**config.mk**
```make
export PLATFORM = sky130hd
export DESIGN_NAME = pc_sequencer
export DESIGN_NICKNAME = d
export VERILOG_FILES = /design/src/rtl/pc_sequencer.sv
export SDC_FILE = /design/constraint.sdc
export NUM_CORES = 1
export LEC_CHECK = 0
export ABC_AREA = 1
export BUFFER_PORTS_ARGS = -buffer_cell sky130_fd_sc_hd__buf_2
export CORE_MARGIN = 4
export CORE_UTILIZATION = 40
export CTS_BUF_LIST = sky130_fd_sc_hd__clkbuf_4 sky130_fd_sc_hd__clkbuf_8
export DETAILED_ROUTE_END_ITERATION = 8
export HOLD_SLACK_MARGIN = 0.05
export MAX_ROUTING_LAYER = met4
export SYNTH_ARGS = -nofsm -noshare
export SYNTH_HDL_FRONTEND = slang
export SYNTH_SLANG_ARGS = --single-unit
```
**constraint.sdc**
```tcl
create_clock -name clk -period 4.9 [get_ports clk]
set_clock_uncertainty 0.15 [all_clocks]
set_input_delay 0.98 -clock clk [delete_from_list [all_inputs] [get_ports clk]]
set_output_delay 0.98 -clock clk [all_outputs]
set_load 0.02 [all_outputs]
```
**src/rtl/pc_sequencer.sv**
```systemverilog
// pc_sequencer
//   Program-counter owner. Each cycle it picks the next fetch address
//   (pc+4, PC-relative branch, pseudo-direct jump or jump-register) and
//   drives the pipeline flush and fetch-valid qualifiers.
//
//   Ports
//     clk, resetn          clock, asynchronous active-low reset
//     stall                hold pc (RUN only)
//     br_taken, br_offset  resolved taken branch, signed word offset
//     jump, j_target       J/JAL, 26-bit target field
//     jr, jr_addr          jump-register and its target
//     halt                 stop fetching until reset
//     pc, pc_plus4         fetch address and its +4 (combinational)
//     fetch_valid          pc is a valid fetch this cycle
//     flush                one-cycle pulse after a redirect
//     align_err            one-cycle pulse for a misaligned jr target
//     halted               block sits in HALTED
//
//   state    | meaning
//   ---------+--------------------------------------------------
//   S_IDLE   | first cycle after reset, pc = RESET_PC, no fetch
//   S_RUN    | normal sequencing, redirects accepted
//   S_FLUSH  | pc parked on redirect target, bubbles counting down
//   S_HALTED | fetch stopped, left only by reset
module pc_sequencer #(
  parameter logic [31:0] RESET_PC     = 32'h0000_0000,
  parameter int unsigned FLUSH_CYCLES = 1
) (
  input  logic        clk,
  input  logic        resetn,
  input  logic        stall,
  input  logic        br_taken,
  input  logic [15:0] br_offset,
  input  logic        jump,
  input  logic [25:0] j_target,
  input  logic        jr,
  input  logic [31:0] jr_addr,
  input  logic        halt,
  output logic [31:0] pc,
  output logic [31:0] pc_plus4,
  output logic        fetch_valid,
  output logic        flush,
  output logic        align_err,
  output logic        halted
);

  typedef enum logic [1:0] {S_IDLE, S_RUN, S_FLUSH, S_HALTED} state_t;

  localparam logic [2:0] FLUSH_LOAD = 3'(FLUSH_CYCLES);

  state_t      state;
  logic [2:0]  cnt;
  logic [31:0] br_target;
  logic [31:0] j_addr;
  logic        redirect;

  assign pc_plus4  = pc + 32'd4;
  assign br_target = pc_plus4 + {{14{br_offset[15]}}, br_offset, 2'b00};
  assign j_addr    = {pc[31:28], j_target, 2'b00};
  assign redirect  = jr | jump | br_taken;

  always_ff @(posedge clk or negedge resetn) begin
    if (!resetn) begin
      state       <= S_IDLE;
      pc          <= RESET_PC;
      cnt         <= 3'd0;
      fetch_valid <= 1'b0;
      flush       <= 1'b0;
      align_err   <= 1'b0;
      halted      <= 1'b0;
    end else begin
      flush     <= 1'b0;
      align_err <= 1'b0;
      case (state)
        S_IDLE: begin
          state       <= S_RUN;
          fetch_valid <= 1'b1;
        end
        S_RUN: begin
          if (halt) begin
            state       <= S_HALTED;
            halted      <= 1'b1;
            fetch_valid <= 1'b0;
          end else if (stall) begin
            fetch_valid <= 1'b0;
          end else if (redirect) begin
            state       <= S_FLUSH;
            cnt         <= FLUSH_LOAD;
            flush       <= 1'b1;
            fetch_valid <= 1'b0;
            if (jr) begin
              pc        <= {jr_addr[31:2], 2'b00};
              align_err <= |jr_addr[1:0];
            end else if (jump) begin
              pc <= j_addr;
            end else begin
              pc <= br_target;
            end
          end else begin
            pc          <= pc_plus4;
            fetch_valid <= 1'b1;
          end
        end
        S_FLUSH: begin
          cnt <= cnt - 3'd1;
          // Counter reaching zero on this edge ends the bubble train.
          if (cnt <= 3'd1) begin
            state       <= S_RUN;
            fetch_valid <= 1'b1;
          end
        end
        S_HALTED: begin
          fetch_valid <= 1'b0;
        end
        default: begin
          state       <= S_IDLE;
          fetch_valid <= 1'b0;
        end
      endcase
    end
  end

endmodule

```
; Word-level counts from Yosys, hierarchy flattened
; Index checks and enable logic that the tools add are counted.
[totals]
in_bits = 81
register_bits = 41
output_inout_bits = 68
word_cells = 61
[classes]
mux = 26
order_cmp = 1
n_eq_ne = 10
n_reduce_logical = 9
n_addsub = 3
bitwise = 4
[ops]
columns = op, n
row1 = $mux W32, 3
row2 = $add A32 B3 Y32 const B, 1
row3 = $add A32 B32 Y32, 1
row4 = $mux W1, 13
row5 = $reduce_and A4 Y1, 3
row6 = $mux W3, 3
row7 = $ne A3 B3 Y1 const B, 3
row8 = $mux W2, 4
row9 = $ne A2 B2 Y1 const B, 4
row10 = $pmux W2 S3, 1
row11 = $pmux W3 S2, 1
row12 = $eq A2 B2 Y1 const B, 2
row13 = $pmux W1 S4, 1
row14 = $le A3 B1 Y1 const B, 1
row15 = $reduce_and A3 Y1, 1
row16 = $reduce_bool A3 Y1, 1
row17 = $sub A3 B1 Y3 const B, 1
row18 = $eq A2 B1 Y1 const B, 1
row19 = $logic_not A2 Y1, 1
row20 = $not A1 Y1, 2
row21 = $or A1 B1 Y1, 2
row22 = $reduce_and A2 Y1, 1
row23 = $reduce_bool A2 Y1, 1
row24 = $reduce_or A2 Y1, 1

; Longest topological paths before layout
; Gate-level depths: netlist (run 1).
[depth]
depth_word = 6
mapped_depth = 26
ltp_nobuf = 26

; Worst setup path after synthesis (run 1)
; Ideal clock, no wire load.
[synth_timing]
path_type = register -> register
startpoint = register pc[2]
endpoint = register pc[27]
path_buffers = 0
setup_ps = 117
slack_ps = 1650
required_time_ps = 4633
t_arrival_ps = 2984
period_less_slack_ps = 3250
path_stages_with_launch = 20
path_cell_list = dfrtp_1 inv_1 nor2_4 nand2_1 nor2_2 nand4_1 xnor2_1 ha_1 nand2_1 inv_1 nand2_1 nand2_1 a21oi_1 nor2_1 nor2_1 nand3b_1 nand3_1 nand2_1 nand2_1 nand2_1
[synth_between]
elab_chain_len = 5
[synth_rtl]
columns = item, line
row1 = from (decl), 39  ; output logic [31:0] pc,
row2 = from (signal assigned), 92  ; pc <= {jr_addr[31:2], 2'b00};
row3 = from (signal assigned), 95  ; pc <= j_addr;
row4 = from (signal assigned), 97  ; pc <= br_target;
row5 = $add A32 B3 Y32, 57  ; assign pc_plus4 = pc + 32'd4;
row6 = named net pc_plus4[2], 40  ; output logic [31:0] pc_plus4,
row7 = $add A32 B32 Y32, 58  ; assign br_target = pc_plus4 + {{14{br_offset[15]}}, br_offset, 2'b00};
row8 = $mux W32, 94  ; end else if (jump) begin
row9 = $mux W32, 91  ; if (jr) begin
row10 = $mux W32, 86  ; end else if (redirect) begin
; The timed path passes the listed nets, and every way through them passes these cells. The select of a mux whose other input is x is not followed.
; A chain may end at the register's enable or synchronous reset.

; Worst setup path after layout (run 1)
[layout_timing]
startpoint = register pc[2]
endpoint = register pc[29]
[layout_between]
elab_chain_len = 5
[layout_rtl]
columns = item, line
row1 = $add A32 B3 Y32 (*), 57
row2 = $add A32 B32 Y32, 58
row3 = $mux W32, 94
row4 = $mux W32, 91
row5 = $mux W32 (*), 86
; Every way passes the cells marked *; elsewhere a longest branch is shown, timed or not. The select of a mux whose other input is x is not followed.

==> impl_results.md, run 1 <==
* Site row count at 42
* Post-DP HPWL at 16.7 mm
* Setup TNS at 0 ns
* Clk Latency, worst-skew pair at 0.31 ns
* Full die area at 15,300 sq um
* Top routing layer used: met4
* Overflow after GRT at 0
* Post-route DRC at 0
* Largest family of logic cells by synthesized area: simple AND/OR/NAND/NOR gates
* Slew HR at 38.8%
* Biggest area consumer among synthesized cells: nand2_1
* Clock Tree Buf Depth at 2
* Sequential fraction of the synthesis area at 18.2%
* Antenna cell count at 0
* Layout cell share with drive strength beyond 1 at 18.5%
* CTS root buffer: clkbuf_8
* Largest net degree at the start of global routing at 44
* Post-synth top area share at 22.9%
* Clk sinks at 39
* Cts hold-fix bufs at 0
* Non-Filler Instances at 1,222
* Nets at 1,165
* RSZ-0062 raised after global routing: no
* Path category of the worst min-delay check: reg2reg
* GRT Overall Usage at 27.0%
* Ys async rst share at 100%
* Top-count cell post-synth: nand2_1
* Fillers at 1,490
* CP Data Required Time at 5.00 ns
* Wirelength, routed at 20.1 mm
* Wire length per cell at 16.4 microns
* Post-synthesis mux area share at 0%
* Syn avg cell area at 5.88 sq um
* Final hold violation count at 0
* Largest cells by area after synthesis: nand2_1 (23%), dfrtp_1 (18%), ha_1 (8.9%), inv_1 (8.8%), nand3_1 (5.8%)
* Post-synth top cells: nand2_1 (327), inv_1 (126), nor2_1 (74)
* Initial antenna violation count at 0
* Synth Area in Compound Gates at 12.8%
* Min Tclk post-route at 3.66 ns
* Post-synth EDFFs at 0
* Number of I/O pins at 149
* XOR/XNOR share of the synthesized area at 5.21%
* Max Cap Violations at 0
* Vias at 6,306
* Multi-input combinational cell area at 3770 sq um
* Post-Synth Simple-Gate Area at 43.0%
* Resize count post-CTS at 0
* CORE AREA at 13,200 sq um
* Htree depth at 2
* Final GP Congestion at 0.982
* Main synth FF type: dfrtp_1
* Yosys reg bits at 39
* Metal3 WL at 1.55 mm
* Peak VDD IR at 345 uV
* Status: completed
* Port bufs at 144
* Synthesized instance count at 910
* Final hold slack at 0.328 ns
* Global-route wire length before repair at 30.8 mm
* Starting Density at 40.6%
* Met2 WL at 8.89 mm
* Area grow syn2layout at 18.2%
* Via count of the first global-routing pass at 5,801
* Critical Path AT at 3.75 ns
* DR vias/cell at 5.16
* Post-route ant nets at 0
* LEAKAGE at 0.00364 uW
* CP max FO at 5
* Clk slew on worst S/H paths at 0.09 ns
* PwrDens at 578 nW/um^2
* CTS Buf Count at 5
* Worst slew pin tran at 0.918 ns
* Synth Area in Adders at 9.25%
* Post-synthesis cell type count at 43
* Dpl cells at 1,214
* CTS tree: yes
* Die Y at 124 microns
* Met1 wire length at 9.02 mm
* Die Wd at 124 microns
* Peak Freq at 0.274 GHz
* Fin crit share at 74.6%
* Startpoint Class: flop
* Final setup violating endpoints at 0
* Starting DRT DRC Count at 502
* Number of synthesis warnings at 0
* Final Max Tran Viols at 0
* Register Area at 976 sq um
* Drt pass-1 iters at 5
* Postcts setup bufs at 0
* Cell area after synthesis at 5350 sq um
* Critical path class: reg2reg
* Worst setup EP type: flop
## metrics by stage
stage / cell area [sq um] / total power (uW) / util, % / setup WS [ns]
floorplan: 5370 / 2480 / - / 1.65
global placement: 6210 / 3350 / 47.1 / 1.37
detailed placement: 6210 / 3340 / 47.1 / 1.34
CTS: 6330 / 3640 / 48.0 / 1.31
global route: 6330 / 4000 / 48.0 / 0.984
finish: 6330 / 3660 / 48.0 / 1.24
## sequential cells by signal, summed over array words and instances (netlist names)
signal and count:
cnt 3, flush 1, align_err 1, pc 30, halted 1, fetch_valid 1
state 2
## final cells by class
type,count,area share [%]
tap,176,3.48
inverter,133,7.89
multi-input combinational,719,59.6
clock inverter,3,0.732
sequential,39,15.4
clock buffer,5,1.09
timing repair buffer,147,11.7
## logic make-up (layout without fill, tap and decap cells)
family / Yosys count / after routing
flops: 39 / 39
xor+xnor: 31 / 31
fa+ha+maj: 39 / 39
buf+inv: 155 / 288
simple gates: 527 / 527
other cells: 1 / 4
compound gates: 118 / 118
## worst paths after layout
check	start	endpoint	slack (ns)	cells past startpoint
hold / removal	halted$_DFFE_PN0P_	halted$_DFFE_PN0P_	0.33	2
min in group asynchronous	resetn	pc[12]$_DFFE_PN0P_	0.66	1
setup / recovery	pc[2]$_DFFE_PN0P_	pc[29]$_DFFE_PN0P_	1.24	20
hold reg to reg	halted$_DFFE_PN0P_	halted$_DFFE_PN0P_	0.33	2
max in group asynchronous	resetn	pc[15]$_DFFE_PN0P_	3.38	1
setup reg to reg	pc[2]$_DFFE_PN0P_	pc[29]$_DFFE_PN0P_	1.24	20
## cell usage in the layout, fill, tap and decap left out, drive strengths merged, types with 6 or more instances in the layout
| cell | instances |
|---|---|
| a221oi | 9 |
| buf | 147 |
| a21oi | 58 |
| nand3b | 6 |
| nand2 | 339 |
| xor2 | 22 |
| nand3 | 63 |
| nand4 | 11 |
| o21bai | 8 |
| nor2 | 89 |
| xnor2 | 9 |
| ha | 38 |
| o21ai | 26 |
| inv | 133 |
| nor3 | 9 |
| dfrtp | 39 |
## per-layer routing
layer	GRT usage, %	vias to the layer above
li1	-	3165
met1	36.6	2820
met2	42.1	284
met3	3.54	37
met4	8.17	0
met5	-	-
## critical path, cell delays in order (launching register included)
cell	delay, ns
dfrtp_1	0.43
ha_1	0.22
nand2_2	0.07
nor2_4	0.15
inv_1	0.09
nor2_2	0.22
nand3_1	0.15
xor2_1	0.25
inv_1	0.11
ha_1	0.36
nand2_1	0.14
inv_1	0.05
a21oi_1	0.31
o21ai_0	0.19
a21oi_1	0.24
nand2_1	0.08
nand2_1	0.07
nand3_1	0.10
nand2_1	0.10
nand2_1	0.06
nand2_1	0.05
## where the power goes
group	leakage [uW]	internal [uW]	switching, uW	total (uW)
clock network	0.0000548	154	137	290
logic	0.00310	857	1830	2690
registers	0.000480	458	222	680
Note: power is estimated with default switching activity, not from simulation.
==> run 2, diff against run 1 <==
--- a/config.mk
+++ b/config.mk
@@ -5,7 +5,7 @@
 export SDC_FILE = /design/constraint.sdc
 export NUM_CORES = 1
 export LEC_CHECK = 0
-export ABC_AREA = 1
+export ABC_AREA = 0
 export BUFFER_PORTS_ARGS = -buffer_cell sky130_fd_sc_hd__buf_2
 export CORE_MARGIN = 4
 export CORE_UTILIZATION = 40
@@ -13,6 +13,7 @@
 export DETAILED_ROUTE_END_ITERATION = 8
 export HOLD_SLACK_MARGIN = 0.05
 export MAX_ROUTING_LAYER = met4
+export PLACE_DENSITY = 0.67
 export SYNTH_ARGS = -nofsm -noshare
 export SYNTH_HDL_FRONTEND = slang
 export SYNTH_SLANG_ARGS = --single-unit
==> constraint.sdc (replaced) <==
create_clock -name clk -period 3.02 [get_ports clk]
set_clock_uncertainty 0.15 [all_clocks]
set_input_delay 0.604 -clock clk [delete_from_list [all_inputs] [get_ports clk]]
set_output_delay 0.604 -clock clk [all_outputs]
set_load 0.02 [all_outputs]
==> run 2 against run 1 <==
  * The flow now finishes with violations (setup timing)
  * Core utilization rose by 28 points
  * Via count grew 3.2%
  * Synthesized cell count is 30% lower
  * Count of clock-buffer cells in the layout unchanged
  * Power up 140%
  * Area after synthesis fell by 11%
  * Flip-flop and latch count did not move
  * Global-route usage rose by 3.4 points
  * Die area shrank 9.9%
  * Cell count fell by 7.9%
  * Clock power up 34%
  * Combinational power increased to 2.7 times the previous value
==> impl_results.md, run 2 <==
* Via count of the first global-routing pass at 6,557 (+13%)
* Failing checks: setup timing
* Critical path class: reg2reg
* Peak VDD IR at 743 uV (+110%)
* Setup TNS at -4.98 ns (-4.98 ns)
* CORE AREA at 11,600 sq um (-12%)
* Wirelength, routed at 21.9 mm (+9.0%)
* CTS Buf Count at 5 (unchanged)
* Largest cells by area after synthesis: dfrtp_1 (20%), ha_1 (9.9%), a21oi_1 (7.1%), nand2_1 (5.8%), xnor2_1 (5.5%)
* Main synth FF type: dfrtp_1
* GRT Overall Usage at 30.4% (+3.4 points)
* CTS tree: yes
* CTS root buffer: clkbuf_8
* Port bufs at 144 (unchanged)
* Ys async rst share at 100% (unchanged)
* Post-synth top cells: nand2_1 (74), a21oi_1 (68), nor2_1 (65)
* Htree depth at 2 (unchanged)
* Fin crit share at 117% (+42 points)
* Number of I/O pins at 149 (unchanged)
* Max Cap Violations at 0 (unchanged)
* GR Util met1 at 38.3% (+1.7 points)
* Status: finished, violations left
* Clock Tree Buf Depth at 2 (unchanged)
* WP buf/inv at 1 (-2)
* Nets at 1,102 (-5.4%)
* Worst slew pin tran at 0.713 ns (-0.204 ns)
* Worst setup EP type: flop
* CP Data Required Time at 3.10 ns (-1.90 ns)
* Top-count cell post-synth: nand2_1
* Critical Path AT at 3.60 ns (-0.15 ns)
* Largest net degree at the start of global routing at 47 (+6.8%)
* Die Y at 117 microns (-5.1%)
* Cts hold-fix bufs at 0 (unchanged)
* Global-route wire length before repair at 33.5 mm (+8.7%)
* Die Wd at 117 microns (-5.1%)
* Final hold violation count at 0 (unchanged)
* Non-Filler Instances at 1,126 (-7.9%)
* Post-synth top area share at 20.4% (-2.5 points)
* Launch point of the worst path: pc[3]$_DFFE_PN0P_
* CP max FO at 6 (+1)
* Initial antenna violation count at 0 (unchanged)
* Overall Power at 8690 uW (+140%)
* Most frequent cells in the layout: buf_4 (201), buf_2 (135), nand2_1 (64)
* Cell area after synthesis at 4790 sq um (-11%)
* Synthesized instance count at 640 (-30%)
* Syn avg cell area at 7.48 sq um (+27%)
* R2R Path Start: pc[3]$_DFFE_PN0P_
* Full die area at 13,800 sq um (-9.9%)
* Overflow after GRT at 0 (unchanged)
* Top reg by flops: pc
* Post-route DRC at 0 (unchanged)
* Clk sinks at 39 (unchanged)
* CP cell instances: nand3_4 -> or3_4 -> nor3_4 -> buf_12 -> and3_4 -> xor2_4 -> ha_4 -> a21o_1 -> a21o_1 -> a21oi_2 -> nand3_2 -> or4b_4 -> o221ai_2
* Clk Latency, worst-skew pair at 0.31 ns (about the same)
* Final Max Tran Viols at 0 (unchanged)
* LEAKAGE at 0.00403 uW (+11%)
* PwrDens at 995 nW/um^2 (+72%)
* GR Util met3 at 5.44% (+1.9 points)
* Min Tclk post-route at 3.52 ns (-0.136 ns)
* Startpoint Class: flop
* Site row count at 39 (-7.1%)
* Dpl cells at 1,071 (-12%)
* Post-synthesis cell type count at 73 (+70%)
* Clk slew on worst S/H paths at 0.10 ns (about the same)
* Final setup margin at -0.500 ns (-1.74 ns)
* Starting Density at 41.4% (+0.80 points)
* Post-synth EDFFs at 0 (unchanged)
* Post-DP HPWL at 15.9 mm (-4.3%)
* Largest stage delay, worst path at 0.52 ns (+0.09 ns)
* Slew HR at 52.4% (+14 points)
* Crit path max-delay family: simple AND/OR/NAND/NOR gates
* Final setup violating endpoints at 25 (+25)
* Yosys reg bits at 39 (unchanged)
* DR vias/cell at 5.78 (+12%)
* Number of synthesis warnings at 0 (unchanged)
* Crit-path most repeated cell: a21o_1
* Busiest grt layer: met2
* RSZ-0062 raised after global routing: yes
* Antenna cell count at 0 (unchanged)
* Sequential fraction of the synthesis area at 20.4% (+2.2 points)
* Drt pass-1 iters at 5 (unchanged)
* Most common cell after layout, fill and taps aside: buf_4
* Slowest CP cell: or4b_4
* Starting DRT DRC Count at 664 (+32%)
* Biggest area consumer among synthesized cells: dfrtp_1
* Post-route ant nets at 0 (unchanged)
* Max reg flops at 30 (unchanged)
* Path category of the worst min-delay check: in2async
* Area grow syn2layout at 82.5%
* Biggest regs: pc (30), cnt (3), state (2)
* Layout cell share with drive strength beyond 1 at 56.5% (+38 points)
* Vias at 6,508 (+3.2%)
* Util after Layout at 75.5% (+28 points)
* Met2 Track Usage GR at 49.2% (+7.1 points)
* Final GP Congestion at 0.952 (-3.0%)
* Wire length per cell at 19.4 microns (+18%)
* Peak Freq at 0.284 GHz (+3.9%)
[run 2: changes by cell type after synthesis, sizes merged, moves of 9 or more]
cell,delta
o221ai,+10
o21ai,+22
a21oi,+15
clkbuf,+16
nand3,-32
xnor2,+23
nand2,-265
a21o,+10
nor2,-24
inv,-117
and3,+9
[run 2: kinds of logic (layout without fill, tap and decap cells)]
kind of cell	Yosys count	in the layout	share of synthesized area, %
XOR/XNOR	50	50	9.46
adder cells (fa/ha/maj)	39	39	10.4
AO/OA/AOI/OAI	216	216	28.8
flip-flops	39	39	20.4
buffers and inverters	51	391	4.68
AND/OR/NAND/NOR	238	238	25.0
multiplexers	6	6	1.28
other	1	4	0.0783
[run 2: per-stage QoR]
| stage | instance area (sq um) | setup slack [ns] | hold slack, ns |
|---|---|---|---|
| after global routing | 8730 | -0.583 | 0.217 |
| final | 8730 | -0.500 | 0.191 |
| after global placement | 7330 | -0.425 | 0.328 |
| after floorplan | 5280 | -0.492 | 0.158 |
| after CTS | 8160 | -0.389 | 0.199 |
| after detailed placement | 7330 | -0.519 | 0.328 |
[run 2: timing repair]
item / in CTS / in global routing
buffers inserted: 28 / 26
resized for setup: 104 / 83
endpoints found under the setup margin: 24 / 32
pin swaps: 65 / 59
[run 2: routing by layer]
metal	routed length (microns)	up-vias
li1	-	3049
met3	1590	62
met4	753	0
met2	10700	297
met5	0	-
met1	8860	3100
[run 2: area by class of cell]
| class | instances | area (sq um) |
|---|---|---|
| multi-input cells | 553 | 4850 |
| inverters | 15 | 56.3 |
| well taps | 143 | 179 |
| clock inverters | 3 | 23.8 |
| fillers | 823 | 2830 |
| clock buffers | 5 | 68.8 |
| flip-flops and latches | 39 | 995 |
| repair buffers | 368 | 2560 |
[run 2: where the power goes]
| group | internal (uW) | leakage [uW] | switching (uW) |
|---|---|---|---|
| Sequential | 767 | 0.000446 | 210 |
| Clock | 166 | 0.0000408 | 225 |
| Combinational | 3580 | 0.00354 | 3750 |
| Total | 4510 | 0.00403 | 4180 |
[run 2: worst paths after layout]
| path | end | slack (ns) | cells after the start |
|---|---|---|---|
| worst min register to register | halted$_DFFE_PN0P_ | 0.35 | 1 |
| worst max-delay path | pc[31]$_DFFE_PN0P_ | -0.50 | 13 |
| worst min-delay path | pc[3]$_DFFE_PN0P_ | 0.19 | 1 |
| min in group clk | halted$_DFFE_PN0P_ | 0.35 | 1 |
| worst max register to register | pc[31]$_DFFE_PN0P_ | -0.50 | 13 |
| max in group asynchronous | pc[30]$_DFFE_PN0P_ | 1.86 | 2 |
[run 2: worst register-to-register path: stages, from the launching register on]
cell and delay (ns):
dfrtp_2 0.43, nand3_4 0.09, or3_4 0.42, nor3_4 0.25, buf_12 0.16, and3_4 0.23, xor2_4 0.23, ha_4 0.26
a21o_1 0.16, a21o_1 0.20, a21oi_2 0.17, nand3_2 0.10, or4b_4 0.52, o221ai_2 0.08
==> run 3, diff against run 2 <==
--- a/config.mk
+++ b/config.mk
@@ -7,13 +7,16 @@
 export LEC_CHECK = 0
 export ABC_AREA = 0
 export BUFFER_PORTS_ARGS = -buffer_cell sky130_fd_sc_hd__buf_2
+export CAP_MARGIN = 25
+export CELL_PAD_IN_SITES_DETAIL_PLACEMENT = 0
+export CELL_PAD_IN_SITES_GLOBAL_PLACEMENT = 1
 export CORE_MARGIN = 4
-export CORE_UTILIZATION = 40
+export CORE_UTILIZATION = 34
 export CTS_BUF_LIST = sky130_fd_sc_hd__clkbuf_4 sky130_fd_sc_hd__clkbuf_8
 export DETAILED_ROUTE_END_ITERATION = 8
 export HOLD_SLACK_MARGIN = 0.05
 export MAX_ROUTING_LAYER = met4
-export PLACE_DENSITY = 0.67
+export PLACE_DENSITY_LB_ADDON = 0.1
 export SYNTH_ARGS = -nofsm -noshare
 export SYNTH_HDL_FRONTEND = slang
 export SYNTH_SLANG_ARGS = --single-unit
==> run 3 against run 2 <==
  * The flow still finishes with violations (setup timing)
  * Largest power group unchanged
  * Setup slack improved by 0.11 ns
  * Sequential share of layout area shrank 0.070 points
  * Highest routed layer unchanged
  * Core utilization down 12 points
==> impl_results.md, run 3 (synthesized netlist as in run 2, its figures left out) <==
* CTS tree: yes
* CTS Buf Count at 5 (unchanged)
* Die Wd at 127 microns (+7.9%)
* Status: finished, violations left
* Top routing layer used: met4
* Antenna cell count at 0 (unchanged)
* Clock Tree Buf Depth at 2 (unchanged)
* Met1 wire length at 9.44 mm (+6.5%)
* Area grow syn2layout at 83.6%
* Max Cap Violations at 0 (unchanged)
* Clk slew on worst S/H paths at 0.10 ns (about the same)
* Global-route wire length before repair at 33.2 mm (-0.76%)
* Site row count at 43 (+10%)
* Full die area at 16,000 sq um (+16%)
* Clk Latency, worst-skew pair at 0.34 ns (+0.03 ns)
* Metal3 WL at 1.08 mm (-32%)
* Vias at 6,346 (-2.5%)
* Critical Path AT at 3.51 ns (-0.09 ns)
* Nets at 1,103 (+0.091%)
* Drt pass-1 iters at 5 (unchanged)
* Fin crit share at 113% (-3.6 points)
* Layout cell share with drive strength beyond 1 at 55.7% (-0.77 points)
* PwrDens at 963 nW/um^2 (-3.3%)
* Starting DRT DRC Count at 379 (-43%)
* Pint at 4380 uW (-2.8%)
* Slowest CP cell: or4_4
* Biggest regs: pc (30), cnt (3), state (2)
* Startpoint Class: flop
* Top reg by flops: pc
* Final Max Tran Viols at 0 (unchanged)
* Setup TNS at -3.94 ns (+1.04 ns)
* Max reg flops at 30 (unchanged)
* Final setup violating endpoints at 21 (-16%)
* Placement Setup Slack at -0.468 ns (+0.0510 ns)
* Most frequent cells in the layout: buf_4 (190), buf_2 (135), nand2_1 (59)
* GRT Overall Usage at 26.8% (-3.7 points)
* Post-route ant nets at 0 (unchanged)
* Met2 WL at 10.6 mm (-0.73%)
* Die Y at 127 microns (+7.9%)
* Htree depth at 2 (unchanged)
* Via count of the first global-routing pass at 6,346 (-3.2%)
* Final GP Congestion at 0.959 (+0.72%)
* Failing checks: setup timing
* Post-route DRC at 0 (unchanged)
* DR vias/cell at 5.45 (-5.7%)
* Initial antenna violation count at 0 (unchanged)
* Wirelength, routed at 21.6 mm (-1.3%)
* Net Sw Frac at 48.2% (+0.074 points)
* Non-Filler Instances at 1,164 (+3.4%)
* Port bufs at 144 (unchanged)
* CORE AREA at 13,800 sq um (+20%)
* Clk network pwr share at 5.0% (+0.5 points)
* Worst slew pin tran at 0.592 ns (-0.121 ns)
* Combinational Power Share at 83.2% (-1.1 points)
* Dpl cells at 1,107 (+3.4%)
* Starting Density at 34.6% (-6.8 points)
* CP cell instances: and4_4 -> nand4_4 -> buf_6 -> nor2_4 -> nand4_1 -> xnor2_2 -> ha_4 -> a21oi_4 -> o21ai_4 -> or4_4 -> and3_4 -> o21a_1 -> o31ai_1
* Largest stage delay, worst path at 0.52 ns (about the same)
* Wire length per cell at 18.6 microns (-4.5%)
* Min Tclk post-route at 3.41 ns (-0.109 ns)
* Post-DP HPWL at 16.6 mm (+3.8%)
* Critical path class: reg2reg
* Path category of the worst min-delay check: reg2reg
* RSZ-0062 raised after global routing: yes
* Largest net degree at the start of global routing at 40 (-15%)
* Worst setup EP type: flop
* Clk sinks at 39 (unchanged)
* Psw at 4070 uW (-2.5%)
* Final hold violation count at 0 (unchanged)
* Peak VDD IR at 574 uV (-23%)
* Slew HR at 60.5% (+8.1 points)
* Final setup margin at -0.390 ns (+0.109 ns)
* CP max FO at 5 (-1)
* Overflow after GRT at 0 (unchanged)
* CTS root buffer: clkbuf_8
* Number of I/O pins at 149 (unchanged)
* Reg power frac at 11.8% (+0.6 points)
* Fillers at 1,217 (+48%)
* CP Data Required Time at 3.12 ns (+0.02 ns)
* Peak Freq at 0.293 GHz (+3.2%)
* LEAKAGE at 0.00408 uW (+1.4%)
* Most common cell after layout, fill and taps aside: buf_4
==> run 3: changes by cell type in the layout (fill, tap and decap cells not counted), moves of 2 or more <==
cell / before / now
nand2_1: 64 / 59
a21oi_2: 17 / 14
a21oi_1: 49 / 52
xnor2_1: 8 / 6
buf_4: 201 / 190
xor2_2: 4 / 2
nand2_2: 7 / 11
nand3_1: 17 / 19
xor2_1: 9 / 11
clkinv_4: 0 / 2
buf_6: 30 / 40
nand3_2: 7 / 4
ha_1: 15 / 17
==> run 3: cell type report <==
| class | count | area (sq um) | area share [%] |
|---|---|---|---|
| repair buffers | 369 | 2620 | 29.8 |
| multi-input cells | 553 | 4800 | 54.6 |
| inverters | 15 | 56.3 | 0.641 |
| clock buffers | 5 | 68.8 | 0.783 |
| well taps | 180 | 225 | 2.56 |
| flip-flops and latches | 39 | 995 | 11.3 |
| clock inverters | 3 | 25.0 | 0.285 |
==> run 3: path summary, 6_finish.rpt <==
| check | slack [ns] | to | from | cells past startpoint |
|---|---|---|---|---|
| worst min register to register | 0.33 | halted$_DFFE_PN0P_ | halted$_DFFE_PN0P_ | 1 |
| min in group asynchronous | 0.46 | pc[26]$_DFFE_PN0P_ | resetn | 2 |
| worst min-delay path | 0.33 | halted$_DFFE_PN0P_ | halted$_DFFE_PN0P_ | 1 |
| worst max register to register | -0.39 | pc[27]$_DFFE_PN0P_ | pc[7]$_DFFE_PN0P_ | 13 |
| worst max-delay path | -0.39 | pc[27]$_DFFE_PN0P_ | pc[7]$_DFFE_PN0P_ | 13 |
| max in group asynchronous | 1.79 | pc[8]$_DFFE_PN0P_ | resetn | 3 |
==> run 3: metal layers <==
| layer | track usage (%) | vias up |
|---|---|---|
| met5 | - | - |
| met4 | 7.00 | 0 |
| met3 | 3.45 | 33 |
| met2 | 44.3 | 219 |
| met1 | 34.7 | 3050 |
| li1 | - | 3044 |
==> run 3: power by group through the flow <==
| stage | clock network [uW] | logic, uW | registers [uW] |
|---|---|---|---|
| final | 422 | 7040 | 997 |
| after detailed placement | 0 | 5670 | 982 |
| after CTS | 424 | 6440 | 977 |
| after floorplan | 0 | 2860 | 1410 |
| after global placement | 0 | 5630 | 971 |
| after global routing | 447 | 7530 | 1030 |
==> run 3: timing repair <==
item / 4_1_cts / 5_1_grt
buffers inserted: 33 / 18
hold buffers: 0 / 1
pin swaps: 78 / 35
setup endpoints to repair: 23 / 33
resized for setup: 115 / 73
hold endpoints to repair: 0 / 3
==> run 3: metrics by stage <==
step	util, %	hold WS (ns)	area (sq um)	total power [uW]
6_report	63.6	0.332	8790	8460
5_1_grt	63.6	0.361	8790	9010
4_1_cts	59.7	0.320	8260	7840
3_5_place_dp	53.3	0.311	7370	6650
3_3_place_gp	53.3	0.311	7370	6600
2_1_floorplan	-	0.158	5280	4260
==> run 3: critical path: cells and delay by family (launching register included) <==
family | cells | cell delay (ns)
flip-flops | 1 | 0.41
buffers and inverters | 1 | 0.18
XOR/XNOR | 1 | 0.25
adder cells (fa/ha/maj) | 1 | 0.27
AND/OR/NAND/NOR | 6 | 1.43
AO/OA/AOI/OAI | 4 | 0.64
